===== src/rtl/alu_writeback_stage_pkg.sv =====
// Shared encodings and the writeback entry layout for the ALU writeback stage.
package alu_writeback_stage_pkg;

  localparam logic [4:0]  RSTATUS_REG = 5'd30;
  localparam logic [31:0] EXC_ADD     = 32'd1;
  localparam logic [31:0] EXC_ADDI    = 32'd2;
  localparam logic [31:0] EXC_SUB     = 32'd3;

  typedef enum logic [2:0] {
    KIND_RTYPE = 3'd0,
    KIND_ADDI  = 3'd1,
    KIND_BNE   = 3'd2,
    KIND_BLT   = 3'd3,
    KIND_NOWB  = 3'd4
  } kind_e;

  localparam logic [4:0] ALU_ADD = 5'b00000;
  localparam logic [4:0] ALU_SUB = 5'b00001;
  localparam logic [4:0] ALU_AND = 5'b00010;
  localparam logic [4:0] ALU_OR  = 5'b00011;
  localparam logic [4:0] ALU_SLL = 5'b00100;
  localparam logic [4:0] ALU_SRA = 5'b00101;

  // we | rd | data, 38 bits
  typedef struct packed {
    logic        we;
    logic [4:0]  rd;
    logic [31:0] data;
  } wb_entry_t;

  localparam int ENTRY_W = $bits(wb_entry_t);

endpackage


===== src/rtl/alu_writeback_stage_wb_skid_buffer.sv =====
// Generic 2-entry FIFO with occupancy count; head is always presented on data_o.
module wb_skid_buffer #(
  parameter int WIDTH = 38
) (
  input  logic             clk_i,
  input  logic             rst_ni,
  input  logic             push_i,
  input  logic [WIDTH-1:0] data_i,
  input  logic             pop_i,
  output logic [WIDTH-1:0] data_o,
  output logic             valid_o,
  output logic [1:0]       count_o
);

  logic [WIDTH-1:0] mem_q [2];
  logic             rd_ptr_q, wr_ptr_q;
  logic [1:0]       count_q, count_d;
  logic             do_push, do_pop;

  assign do_push = push_i && (count_q != 2'd2);
  assign do_pop  = pop_i && (count_q != 2'd0);

  // Occupancy after this cycle's push/pop; simultaneous push and pop cancel.
  always_comb begin
    count_d = count_q;
    if (do_push && !do_pop) count_d = count_q + 2'd1;
    if (do_pop && !do_push) count_d = count_q - 2'd1;
  end

  // Storage and pointers; reset discards every buffered entry.
  always_ff @(posedge clk_i or negedge rst_ni) begin
    if (!rst_ni) begin
      mem_q[0] <= '0;
      mem_q[1] <= '0;
      rd_ptr_q <= 1'b0;
      wr_ptr_q <= 1'b0;
      count_q  <= 2'd0;
    end else begin
      if (do_push) begin
        mem_q[wr_ptr_q] <= data_i;
        wr_ptr_q        <= ~wr_ptr_q;
      end
      if (do_pop) rd_ptr_q <= ~rd_ptr_q;
      count_q <= count_d;
    end
  end

  assign data_o  = mem_q[rd_ptr_q];
  assign valid_o = (count_q != 2'd0);
  assign count_o = count_q;

endmodule


===== src/rtl/alu_writeback_stage.sv =====
// ALU writeback stage: overflow-exception rewrite, branch resolution and a
// 2-entry buffer towards register-file writeback.
module alu_writeback_stage
  import alu_writeback_stage_pkg::*;
(
  input  logic        clock,
  input  logic        reset_n,
  input  logic        in_valid,
  output logic        in_ready,
  input  logic [31:0] in_result,
  input  logic        in_isNotEqual,
  input  logic        in_isLessThan,
  input  logic        in_overflow,
  input  logic [2:0]  in_kind,
  input  logic [4:0]  in_aluop,
  input  logic [4:0]  in_rd,
  input  logic [31:0] in_target,
  output logic        out_valid,
  input  logic        out_ready,
  output logic        out_we,
  output logic [4:0]  out_rd,
  output logic [31:0] out_data,
  output logic        redirect_valid,
  output logic [31:0] redirect_pc,
  output logic [15:0] exc_count
);

  wb_entry_t   entry_d, head;
  logic [1:0]  fifo_count;
  logic        fifo_valid;
  logic        accept, pop, exc_hit, taken;
  logic        is_rtype, is_addi;
  logic        redirect_valid_q;
  logic [31:0] redirect_pc_q;
  logic [15:0] exc_count_q;

  // The squash slot after a redirect blocks the upstream instruction that must be flushed.
  assign in_ready = (fifo_count != 2'd2) && !redirect_valid_q;
  assign accept   = in_valid && in_ready;
  assign pop      = fifo_valid && out_ready;

  assign is_rtype = (in_kind == KIND_RTYPE);
  assign is_addi  = (in_kind == KIND_ADDI);
  assign exc_hit  = in_overflow &&
                    ((is_rtype && (in_aluop == ALU_ADD || in_aluop == ALU_SUB)) || is_addi);
  assign taken    = ((in_kind == KIND_BNE) && in_isNotEqual) ||
                    ((in_kind == KIND_BLT) && in_isLessThan);

  // Build the writeback entry; non-writing kinds still occupy a slot to keep order.
  always_comb begin
    entry_d.we   = 1'b0;
    entry_d.rd   = in_rd;
    entry_d.data = in_result;
    if (exc_hit) begin
      entry_d.we = 1'b1;
      entry_d.rd = RSTATUS_REG;
      if (is_addi)                  entry_d.data = EXC_ADDI;
      else if (in_aluop == ALU_SUB) entry_d.data = EXC_SUB;
      else                          entry_d.data = EXC_ADD;
    end else if (is_rtype || is_addi) begin
      entry_d.we = (in_rd != 5'd0);
    end
  end

  wb_skid_buffer #(.WIDTH(ENTRY_W)) u_buf (
    .clk_i   (clock),
    .rst_ni  (reset_n),
    .push_i  (accept),
    .data_i  (entry_d),
    .pop_i   (pop),
    .data_o  (head),
    .valid_o (fifo_valid),
    .count_o (fifo_count)
  );

  // Redirect pulse for one cycle after a taken branch; the target is held afterwards.
  always_ff @(posedge clock or negedge reset_n) begin
    if (!reset_n) begin
      redirect_valid_q <= 1'b0;
      redirect_pc_q    <= 32'd0;
    end else begin
      redirect_valid_q <= accept && taken;
      if (accept && taken) redirect_pc_q <= in_target;
    end
  end

  // Saturating overflow-exception counter.
  always_ff @(posedge clock or negedge reset_n) begin
    if (!reset_n) begin
      exc_count_q <= 16'd0;
    end else if (accept && exc_hit && (exc_count_q != 16'hFFFF)) begin
      exc_count_q <= exc_count_q + 16'd1;
    end
  end

  assign out_valid      = fifo_valid;
  assign out_we         = fifo_valid && head.we;
  assign out_rd         = fifo_valid ? head.rd : 5'd0;
  assign out_data       = fifo_valid ? head.data : 32'd0;
  assign redirect_valid = redirect_valid_q;
  assign redirect_pc    = redirect_pc_q;
  assign exc_count      = exc_count_q;

endmodule


===== config.mk =====
export PLATFORM = sky130hd
export DESIGN_NAME = alu_writeback_stage
export DESIGN_NICKNAME = d
export VERILOG_FILES = /design/src/rtl/alu_writeback_stage_pkg.sv /design/src/rtl/alu_writeback_stage_wb_skid_buffer.sv /design/src/rtl/alu_writeback_stage.sv
export SDC_FILE = /design/constraint.sdc
export NUM_CORES = 1
export LEC_CHECK = 0
export ABC_AREA = 1
export BUFFER_PORTS_ARGS = -buffer_cell sky130_fd_sc_hd__buf_2
export CAP_MARGIN = 20
export CORE_AREA = 2 2 127 129
export DETAILED_ROUTE_END_ITERATION = 7
export DIE_AREA = 0 0 129 131
export GPL_ROUTABILITY_DRIVEN = 1
export GPL_TIMING_DRIVEN = 0
export HOLD_SLACK_MARGIN = 0.06
export PLACE_DENSITY = 0.68
export SLEW_MARGIN = 30
export SYNTH_ARGS = -nofsm -noshare
export SYNTH_HDL_FRONTEND = slang
export SYNTH_HIERARCHICAL = 1
export SYNTH_SLANG_ARGS = --single-unit

===== constraint.sdc =====
create_clock -name clock -period 2.5 [get_ports clock]
set_input_delay 0.25 -clock clock [delete_from_list [all_inputs] [get_ports clock]]
set_output_delay 0.25 -clock clock [all_outputs]
set_load 0.02 [all_outputs]

==> results of run 1 <==
==> cell usage after synthesis <==
library cell / n
a21oi_1: 1
a21oi_2: 1
a31oi_1: 1
buf_1: 1
buf_2: 25
buf_4: 9
buf_6: 4
clkbuf_1: 18
clkinv_1: 2
dfrtp_1: 129
ha_1: 2
inv_1: 125
inv_2: 5
nand2_1: 433
nand2_2: 1
nand2_4: 3
nand3_1: 9
nand3_2: 1
nand3b_1: 1
nand4_1: 83
nor2_1: 49
nor2_2: 3
nor2_4: 2
nor2_8: 1
nor4_1: 1
o21ai_0: 30
o21ai_1: 6
or2_1: 1
or2_2: 3
xnor2_1: 5
xor2_1: 3
==> critical path: cells and delay by family, from the launching register on <==
kind                   cells  cell delay [ps]
buffers and inverters      5              850
flip-flops                 1              420
AND/OR/NAND/NOR            2              310
==> final cells by class <==
cell class	count	share of cell area (%)
Sequential cell	129	35.70
Multi-Input combinational cell	640	31.17
Timing Repair Buffer	204	13.37
Inverter	132	5.479
Clock buffer	19	5.009
Buffer	57	3.445
Tap cell	216	2.989
Clock inverter	13	2.837
==> per-layer routing <==
| metal | part of all wire (%) | vias to the layer above | track usage [%] |
|---|---|---|---|
| li1 | - | 3386 | - |
| met3 | 7.0 | 31 | 6.393 |
| met1 | 44 | 3195 | 31.39 |
| met5 | 0.081 | - | 0 |
| met4 | 2.0 | 2 | 8.824 |
| met2 | 47 | 279 | 39.90 |
==> timing repair <==
item / 4_1_cts / 5_1_grt
endpoints found under the setup margin: 10 / 10
hold endpoints to repair: 98 / 0
resized for setup: 1 / 2
hold buffers: 31 / 0
==> cells in the final DEF (no fill, tap or decap), types with 2 or more instances in the layout <==
| cell type | netlist | routed |
|---|---|---|
| nor2_1 | 49 | 49 |
| bufinv_16 | 0 | 7 |
| nor2_2 | 3 | 3 |
| dlygate4sd3_1 | 0 | 31 |
| nand3_1 | 9 | 9 |
| clkbuf_1 | 18 | 17 |
| nand2_1 | 433 | 433 |
| xnor2_1 | 5 | 5 |
| clkinv_1 | 2 | 2 |
| o21ai_0 | 30 | 30 |
| o21ai_1 | 6 | 6 |
| buf_6 | 4 | 4 |
| dfrtp_1 | 129 | 129 |
| nor2_4 | 2 | 2 |
| ha_1 | 2 | 2 |
| inv_2 | 5 | 5 |
| clkbuf_8 | 0 | 2 |
| clkinv_4 | 0 | 3 |
| inv_1 | 125 | 125 |
| xor2_1 | 3 | 3 |
| buf_4 | 9 | 9 |
| clkbuf_16 | 0 | 17 |
| nand4_1 | 83 | 83 |
| buf_2 | 25 | 197 |
| or2_2 | 3 | 3 |
| clkinvlp_4 | 0 | 2 |
| nand2_4 | 3 | 3 |
==> report_power, final <==
part / internal [W] / total (W) / switching [W]
combinational: 0.00158 / 0.00496 / 0.00337
sequential: 0.00297 / 0.00347 / 0.000502
clock: 0.00203 / 0.00296 / 0.000933
==> flip-flops by register name (all words and copies together) (netlist names) <==
register        flops
u_buf/mem_q        76
redirect_pc        32
exc_count          16
u_buf/count_o       2
redirect_valid      1
u_buf/rd_ptr_q      1
u_buf/wr_ptr_q      1
==> metrics by stage <==
| stage | util, % | power (W) | cell area [sq um] | hold slack [ps] | instances |
|---|---|---|---|---|---|
| floorplan | - | 0.006703 | 6852 | -45.59 | 958 |
| global placement | 51.18 | 0.008275 | 7983 | 453.8 | 1346 |
| detailed placement | 51.42 | 0.008357 | 8020 | 246.5 | 1347 |
| CTS | 57.97 | 0.01141 | 9041 | 68.23 | 1410 |
| global route | 57.97 | 0.01219 | 9042 | 86.54 | 1410 |
| finish | 57.97 | 0.01139 | 9042 | 88.90 | 1410 |
==> worst max-delay path by stage <==
| stage | end | from | slack, ps | depth (start not counted) |
|---|---|---|---|---|
| after floorplan | u_buf/count_o[1]$_DFFE_PN0P_ | u_buf/count_o[1]$_DFFE_PN0P_ | 660 | 12 |
| after global placement | exc_count[7]$_DFFE_PN0P_ | reset_n | -600 | 1 |
| after detailed placement | out_data[29] | u_buf/count_o[1]$_DFFE_PN0P_ | 300 | 7 |
| after CTS | out_data[29] | u_buf/count_o[0]$_DFFE_PN0P_ | 20 | 7 |
| after global routing | out_data[29] | u_buf/count_o[1]$_DFFE_PN0P_ | 20 | 7 |
| final | out_data[29] | u_buf/count_o[1]$_DFFE_PN0P_ | 250 | 7 |
==> logic make-up (layout without fill, tap and decap cells) <==
group                    count (synthesis)  in the layout  synth area share (%)
XOR/XNOR                                 8              8                 1.023
AND/OR/NAND/NOR                        591            591                 36.83
AO/OA/AOI/OAI                           39             39                 2.922
buffers and inverters                  189            425                 11.74
adder cells (fa/ha/maj)                  2              2                0.3652
flip-flops                             129            129                 47.11
==> impl_metrics.toml, run 1 <==
[finish]
n_antenna_cell = 0
fillers = 1476
seq_area_sq_um = 3228
multi_input_area_sq_um = 2819
nets = 1267
drive_above_1_share_pct = 22.19
syn2layout_area_growth_pct = 31.98

[synth]
ys_seq_elements = 129
syn_inst = 958
yosys.area.top_type = "dfrtp_1"
ys_seq_area_share_pct = 47.11
synth_area_leaders = "dfrtp_1 (47%), nand2_1 (24%), nand4_1 (7.6%)"
syn_nets = 1044
syn_avg_cell_area_sq_um = 7.152
synth_cell_types = 31
yosysWarnings = 6
synth_top_area_share_pct = 47.11
syn_area_sq_um = 6852

[timing]
fmax_mhz = 445.3
hold_viol = 0
fin_crit_ps = 2246
timing.final.ws_setup_ps = 254.2
finalClockSkew_ps = 6.557
setup_viol = 0
tightest_slew_ps = 636.6
rsz0062_at_grt = "false"
min_period_over_period_pct = 89.83
fin_tns_setup_ps = 0
slew_viol_final = 0
relSlewSlack_pct = 57.56

[clock_network]
postCtsSetupBuffers = 0
cts_sinks = 129
clk_pin_slew_ps = 60
clk_latency_ps = 420
htreeDepth = 4
cts_root_buf = "clkbuf_16"
cts_tree = "done"
cts_inserted_buffers = 17
clock_path_buffers = 2

[route]
drt_wl_total_microns = 19840
vias_per_cell = 4.889
vias = 6893
dr.pass1.iters = 5
postRouteAntennaNets = 0
drtIter0Drc = 550
wl_per_cell_microns = 14.07
drc = 0

[place]
place_congestion = 0.8006
dp_hpwl_microns = 13480
io_buffer_count = 172
preCtsSetupSlack_ps = 302.7

[floorplan]
die_area_sq_um = 16900
dieHeight_microns = 131
ioPinCount = 173
core-area_sq_um = 15600
chipWidth_microns = 129
fp-row-count = 46
start_util_pct = 43.93

[grt]
grt_usage_pct = 24.36
grt_max_degree = 70
grt_pass1_vias = 6342
grt_pass1_wl_microns = 31780
grt_overflow = 0
antenna_found_initial = 1

[worst_hold_path]
worstHoldPathCells = 3
hp-start = "in_target[22]"
min_path_type = "input pin to flip-flop"
min_to = "redirect_pc[22]$_DFFE_PN0P_"

[critical_path]
path_class = "flip-flop to output port"
rr_startpoint = "u_buf/count_o[0]$_DFFE_PN0P_"
crit_required_ps = 2250
crit_path_max_fanout = 10
ff2ff_setup_slack_ps = 370
worstPathArrival_ps = 2000
r2r_cells = 12
max_stage_delay_ps = 420
crit_chain = "inv_1, nand2_1, buf_2, clkbuf_2, nand2_1, inv_1, buf_2"
setup.worst_path.end_class = "output port"
cp-start-kind = "flip-flop"
cp_slowest_cell = "dfrtp_1"
regToRegEndpoint = "u_buf/count_o[1]$_DFFE_PN0P_"

[pwr]
powerDensity_nw_per_um2 = 1259
peakVddDrop_uv = 860.6
leakage_nw = 5.358

[status]
status = "complete, no violations"

[run]
max-cap-violations = 0
(Power assumes the default switching activity.)
==> inputs of run 2 (changes only) <==
- CELL_PAD_IN_SITES_DETAIL_PLACEMENT: unset -> 1
- CELL_PAD_IN_SITES_GLOBAL_PLACEMENT: unset -> 2
- CORE_AREA: 2 2 127 129 -> 2 2 157 159
- DIE_AREA: 0 0 129 131 -> 0 0 159 161
- HOLD_SLACK_MARGIN: 0.06 -> 0.03
- PLACE_DENSITY: 0.68 -> unset
- PLACE_DENSITY_LB_ADDON: unset -> 0.1
==> run 2 against run 1 <==
  * Clock skew rose by 5.0 ps
  * Non-clock buffer count fell by 4
  * Critical endpoint is now out_data[1]
  * Cell count increased by 7.4%
  * Sequential cell count stayed put
  * Core utilization fell by 20 points
  * Combinational power rose by 2%
  * Register-to-register slack about the same
  * Worst hold slack worse by 46 ps
  * Clock power shrank 18%
  * First-iteration DRC count shrank 53%
  * Power down 3.7%
  * Routed wire length rose by 17%
==> impl_metrics.toml, run 2 (synthesis results as in run 1) <==
[grt]
grt_max_degree = 78
grt_pass1_vias = 7162
grt_pass1_wl_microns = 38070
antenna_found_initial = 4
grt_overflow = 0
grt_usage_pct = 18.80

[critical_path]
worstPathArrival_ps = 2100
path_class = "flip-flop to output port"
setup.worst_path.end_class = "output port"
critPathLaunch = "u_buf/count_o[1]$_DFFE_PN0P_"
cp-start-kind = "flip-flop"
crit_path_max_fanout = 10
critPathBufInv = 4
crit_chain = "inv_1, nand2_1, clkbuf_1, nand2_1, inv_1, buf_2"
r2r_cells = 11
cp.depth = 6
crit_required_ps = 2250
max_stage_delay_ps = 460
cp_slowest_cell = "clkbuf_1"
rr_startpoint = "u_buf/count_o[1]$_DFFE_PN0P_"
cp_top_family = "buffers and inverters"

[timing]
relSlewSlack_pct = 53.01
setup_viol = 0
hold_viol = 0
fin_crit_ps = 2347
slew_viol_final = 0
rsz0062_at_grt = "false"
tightest_slew_ps = 704.9
min_period_over_period_pct = 93.88
finalClockSkew_ps = 11.60
fmax_mhz = 426.1

[floorplan]
ioPinCount = 173
start_util_pct = 28.59
dieHeight_microns = 161
core-area_sq_um = 23960
die_area_sq_um = 25600
fp-row-count = 57
chipWidth_microns = 159

[finish]
nets = 1263
n_antenna_cell = 0
layout_common_cells = "nand2_1 (433), buf_2 (198), dfrtp_1 (129)"
largest_register_ff_count = 76
syn2layout_area_growth_pct = 31.34
multi_input_area_sq_um = 2819
seq_area_sq_um = 3228
drive_above_1_share_pct = 22.27
regMostFlops = "u_buf/mem_q"
final_common_cell = "nand2_1"
post-route-util_pct = 37.55
fillers = 3142
fin_area_sq_um = 8999

[place]
place_congestion = 0.7124
dp_hpwl_microns = 16340
io_buffer_count = 172
placed_cell_area_sq_um = 8155

[pwr]
p_clk_share_pct = 22.2
leakage_nw = 5.271
powerDensity_nw_per_um2 = 1218
swShare_pct = 45.69
combPwrFrac_pct = 46.3
peakVddDrop_uv = 624.2
p_switching_w = 0.005009
p_int_w = 0.005954
power_frac_seq_pct = 31.5

[clock_network]
cts_root_buf = "clkbuf_16"
htreeDepth = 4
cts_tree = "done"
clk_pin_slew_ps = 70
cts_sinks = 129
cts_inserted_buffers = 17
clk_latency_ps = 430
clock_path_buffers = 2

[route]
vias_per_cell = 4.460
drtIter0Drc = 259
dr.pass1.iters = 5
drc = 0
wl_per_cell_microns = 15.35
postRouteAntennaNets = 0
vias = 6753
drt_wl_total_microns = 23230

[worst_hold_path]
worstHoldPathCells = 3
min_path_type = "input pin to flip-flop"
hp-start = "in_target[5]"

[status]
status = "complete, no violations"

[run]
max-cap-violations = 0
==> run 2: cell types whose count changed in the layout (fill, tap and decap cells not counted) <==
cell           previous run  this run
buf_2                   197       198
bufinv_16                 7         1
clkbuf_2                  1         0
clkbuf_8                  2         1
clkinv_2                  1         2
clkinvlp_4                2         4
dlygate4sd3_1            31        27
inv_6                     0         4
==> run 2: layout make-up <==
cell class              count  share of cell area [%]
clock inverters            14                   1.460
multi-input cells         640                   31.33
inverters                 132                   5.506
plain buffers              57                   3.462
flip-flops and latches    129                   35.87
clock buffers              18                   4.880
repair buffers            200                   12.99
well taps                 324                   4.505
==> run 2: repair_timing <==
action	4_1_cts	5_1_grt
endpoints found under the setup margin	10	1
cloned	0	0
gates resized for setup	2	1
hold buffers	27	0
hold endpoints to repair	78	0
buffers inserted	0	0
==> run 2: final timing paths <==
path	end	slack, ps
worst max-delay path	out_data[1]	150
worst min-delay path	redirect_pc[5]$_DFFE_PN0P_	40
worst max register to register	u_buf/count_o[1]$_DFFE_PN0P_	360
worst min register to register	u_buf/mem_q[55]$_DFFE_PN0P_	470
max in group asynchronous	redirect_pc[6]$_DFFE_PN0P_	1420
min in group asynchronous	u_buf/mem_q[50]$_DFFE_PN0P_	340
==> run 2: layer usage <==
| metal | GRT usage (%) | share of wire, % | wire length (microns) | vias up |
|---|---|---|---|---|
| li1 | - | - | - | 3384 |
| met1 | 23.85 | 46 | 10670 | 3203 |
| met2 | 31.78 | 47 | 10930 | 146 |
| met3 | 6.009 | 6.4 | 1479 | 14 |
| met4 | 3.471 | 0.48 | 112 | 6 |
| met5 | 0 | 0.16 | 38 | - |
==> run 2: power by group through the flow <==
stage	Combinational [W]	Clock (W)	Sequential [W]
floorplan	0.00296	0	0.00374
global placement	0.00505	0	0.00346
detailed placement	0.00513	0	0.00347
CTS	0.00517	0.00251	0.00346
global route	0.00573	0.00260	0.00358
finish	0.00507	0.00243	0.00346
==> run 2: metrics by stage <==
step / worst slack [ps] / hold WS [ps] / total power [W] / std cells / TNS (ps)
final: 153.0 / 42.53 / 0.01096 / 1514 / 0
after global routing: 15.93 / 38.24 / 0.01191 / 1514 / 0
after CTS: 111.7 / 30.10 / 0.01114 / 1514 / 0
after detailed placement: 193.7 / 206.9 / 0.008602 / 1455 / 0
after global placement: -877.7 / 453.8 / 0.008514 / 1454 / -110950
after floorplan: 663.8 / -45.59 / 0.006703 / 958 / 0
==> run 2: worst min-delay path: cells and delay by family <==
family | cells | cell delay [ps]
buf+inv | 1 | 80
simple gates | 1 | 40
compound gates | 1 | 60
==> inputs of run 3 (changes only) <==
- CTS_CLUSTER_DIAMETER: unset -> 60
- PLACE_DENSITY: unset -> 0.78
- PLACE_DENSITY_LB_ADDON: 0.1 -> unset
==> run 3 against run 2 <==
  * Clock skew is 0.88 ps lower
  * Global-route usage shrank 0.44 points
  * Maximum frequency grew 2.2%
  * Worst hold slack barely moved
  * Sequential power hardly changed
  * Critical path depth stayed put
  * Setup slack better by 50 ps
  * Critical endpoint is now out_we
==> impl_metrics.toml, run 3 (synthesis results as in run 1) <==
[clock_network]
cts_sinks = 129
htreeDepth = 4
clock_path_buffers = 2
cts_root_buf = "clkbuf_16"
postCtsSetupBuffers = 0
cts_tree = "done"
cts_inserted_buffers = 17
clk_pin_slew_ps = 60
clk_latency_ps = 420

[grt]
grt_pass1_wl_microns = 37470
met1_usage_pct = 23.07
grt_max_degree = 79
use_met3_pct = 5.650
grt_pass1_vias = 7187
grt_overflow = 0
antenna_found_initial = 5
grt_usage_pct = 18.36
busiest_layer = "met2"
grtUsageMet2_pct = 30.91

[route]
postRouteAntennaNets = 0
wl_per_cell_microns = 15.19
vias_per_cell = 4.450
drtIter0Drc = 237
dr.pass1.iters = 4
vias = 6670
drt_wl_total_microns = 22770
drc = 0

[timing]
tightest_slew_ps = 685.1
relSlewSlack_pct = 54.33
holdWs_ps = 42.85
slew_viol_final = 0
hold_viol = 0
min_period_over_period_pct = 91.86
rsz0062_at_grt = "false"
fmax_mhz = 435.4
finalClockSkew_ps = 10.72
fin_crit_ps = 2297
setup_viol = 0

[finish]
largest_register_ff_count = 76
drive_above_1_share_pct = 22.53
syn2layout_area_growth_pct = 30.44
final_common_cell = "nand2_1"
nets = 1245
fin_area_sq_um = 8937
regMostFlops = "u_buf/mem_q"
layout_common_cells = "nand2_1 (433), buf_2 (196), dfrtp_1 (129)"

[critical_path]
critPathBufInv = 4
rr_startpoint = "u_buf/count_o[0]$_DFFE_PN0P_"
cpMostUsedCell = "nand2_1"
cp_slowest_cell = "clkbuf_2"
regToRegEndpoint = "u_buf/count_o[1]$_DFFE_PN0P_"
cp-start-kind = "flip-flop"
cp_top_family = "buffers and inverters"
crit_chain = "inv_2, nand2_1, clkbuf_2, nand2_1, inv_1, buf_2"
setup.worst_path.end_class = "output port"
ff2ff_setup_slack_ps = 310
worstPathArrival_ps = 2050
crit_path_max_fanout = 19
cp.depth = 6
path_class = "flip-flop to output port"
max_stage_delay_ps = 460
r2r_cells = 12
crit_required_ps = 2250
critPathLaunch = "u_buf/count_o[0]$_DFFE_PN0P_"
cp-endpoint = "out_we"

[pwr]
power_frac_seq_pct = 30.5
powerDensity_nw_per_um2 = 1270
peakVddDrop_uv = 591.9
p_clk_share_pct = 25.4
p_int_w = 0.006428
swShare_pct = 43.36
leakage_nw = 5.258
combPwrFrac_pct = 44.1
p_switching_w = 0.004921

[floorplan]
core-area_sq_um = 23960
ioPinCount = 173
fp-row-count = 57
chipWidth_microns = 159
start_util_pct = 28.59
dieHeight_microns = 161
die_area_sq_um = 25600

[place]
placed_cell_area_sq_um = 8155
dp_hpwl_microns = 16350
place_congestion = 0.7453
io_buffer_count = 172

[worst_hold_path]
min_path_type = "input pin to flip-flop"

[status]
status = "complete, no violations"

[run]
max-cap-violations = 0
[run 3: cell types whose count changed in the layout (fill, tap and decap cells not counted)]
cell and delta:
clkinvlp_4 -3, diode_2 +3, clkbuf_2 +2, buf_2 -2, dlygate4sd3_1 -17, bufinv_16 +5, inv_6 -3
[run 3: repair_timing]
| action | 4_1_cts | 5_1_grt |
|---|---|---|
| hold buffers | 10 | 0 |
| resized for setup | 1 | 2 |
| hold endpoints to repair | 60 | 0 |
| endpoints found under the setup margin | 10 | 2 |
[run 3: final cells by class]
type,instances,area (sq um)
inverters,132,495.5
flip-flops and latches,129,3228
multi-input cells,640,2819
clock inverters,13,232.7
repair buffers,183,998.5
clock buffers,19,442.9
well taps,324,405.4
plain buffers,56,307.8
diodes,3,7.507
fillers,3100,15030
[run 3: how the worst min path moves through the flow]
stage | startpoint | end | slack, ps | cells after the start
4_1_cts | in_target[31] | redirect_pc[31]$_DFFE_PN0P_ | 30 | 3
2_1_floorplan | reset_n | exc_count[0]$_DFFE_PN0P_ | -50 | 0
5_1_grt | in_target[4] | redirect_pc[4]$_DFFE_PN0P_ | 40 | 3
3_5_place_dp | reset_n | exc_count[5]$_DFFE_PN0P_ | 210 | 1
6_report | in_target[11] | redirect_pc[11]$_DFFE_PN0P_ | 40 | 3
3_3_place_gp | u_buf/mem_q[22]$_DFFE_PN0P_ | u_buf/mem_q[22]$_DFFE_PN0P_ | 450 | 2
[run 3: tightest hold or removal path, stage by stage]
cell	delay, ps
buf_2	70
nand2_1	40
o21ai_0	60
[run 3: metal layers]
metal | part of all wire (%) | wire length [microns] | vias to the layer above
li1 | - | - | 3354
met1 | 45 | 10300 | 3148
met2 | 47 | 10710 | 150
met3 | 6.8 | 1548 | 16
met4 | 0.87 | 197 | 2
met5 | 0.075 | 17 | -
[run 3: per-stage QoR]
stage	cells	setup TNS, ps	total power, W	setup WS (ps)	utilization, %
2_1_floorplan	958	0	0.006703	663.8	-
3_3_place_gp	1454	-103720	0.008458	-817.9	33.88
3_5_place_dp	1455	0	0.008560	263.9	34.03
4_1_cts	1496	0	0.01153	150.3	37.26
5_1_grt	1497	0	0.01229	18.68	37.28
6_report	1499	0	0.01135	203.4	37.30
[run 3: power groups by stage]
stage | registers (W) | clock network [W] | logic [W]
after floorplan | 0.00374 | 0 | 0.00296
after global placement | 0.00347 | 0 | 0.00499
after detailed placement | 0.00347 | 0 | 0.00508
after CTS | 0.00346 | 0.00297 | 0.00510
after global routing | 0.00359 | 0.00304 | 0.00566
final | 0.00346 | 0.00288 | 0.00501
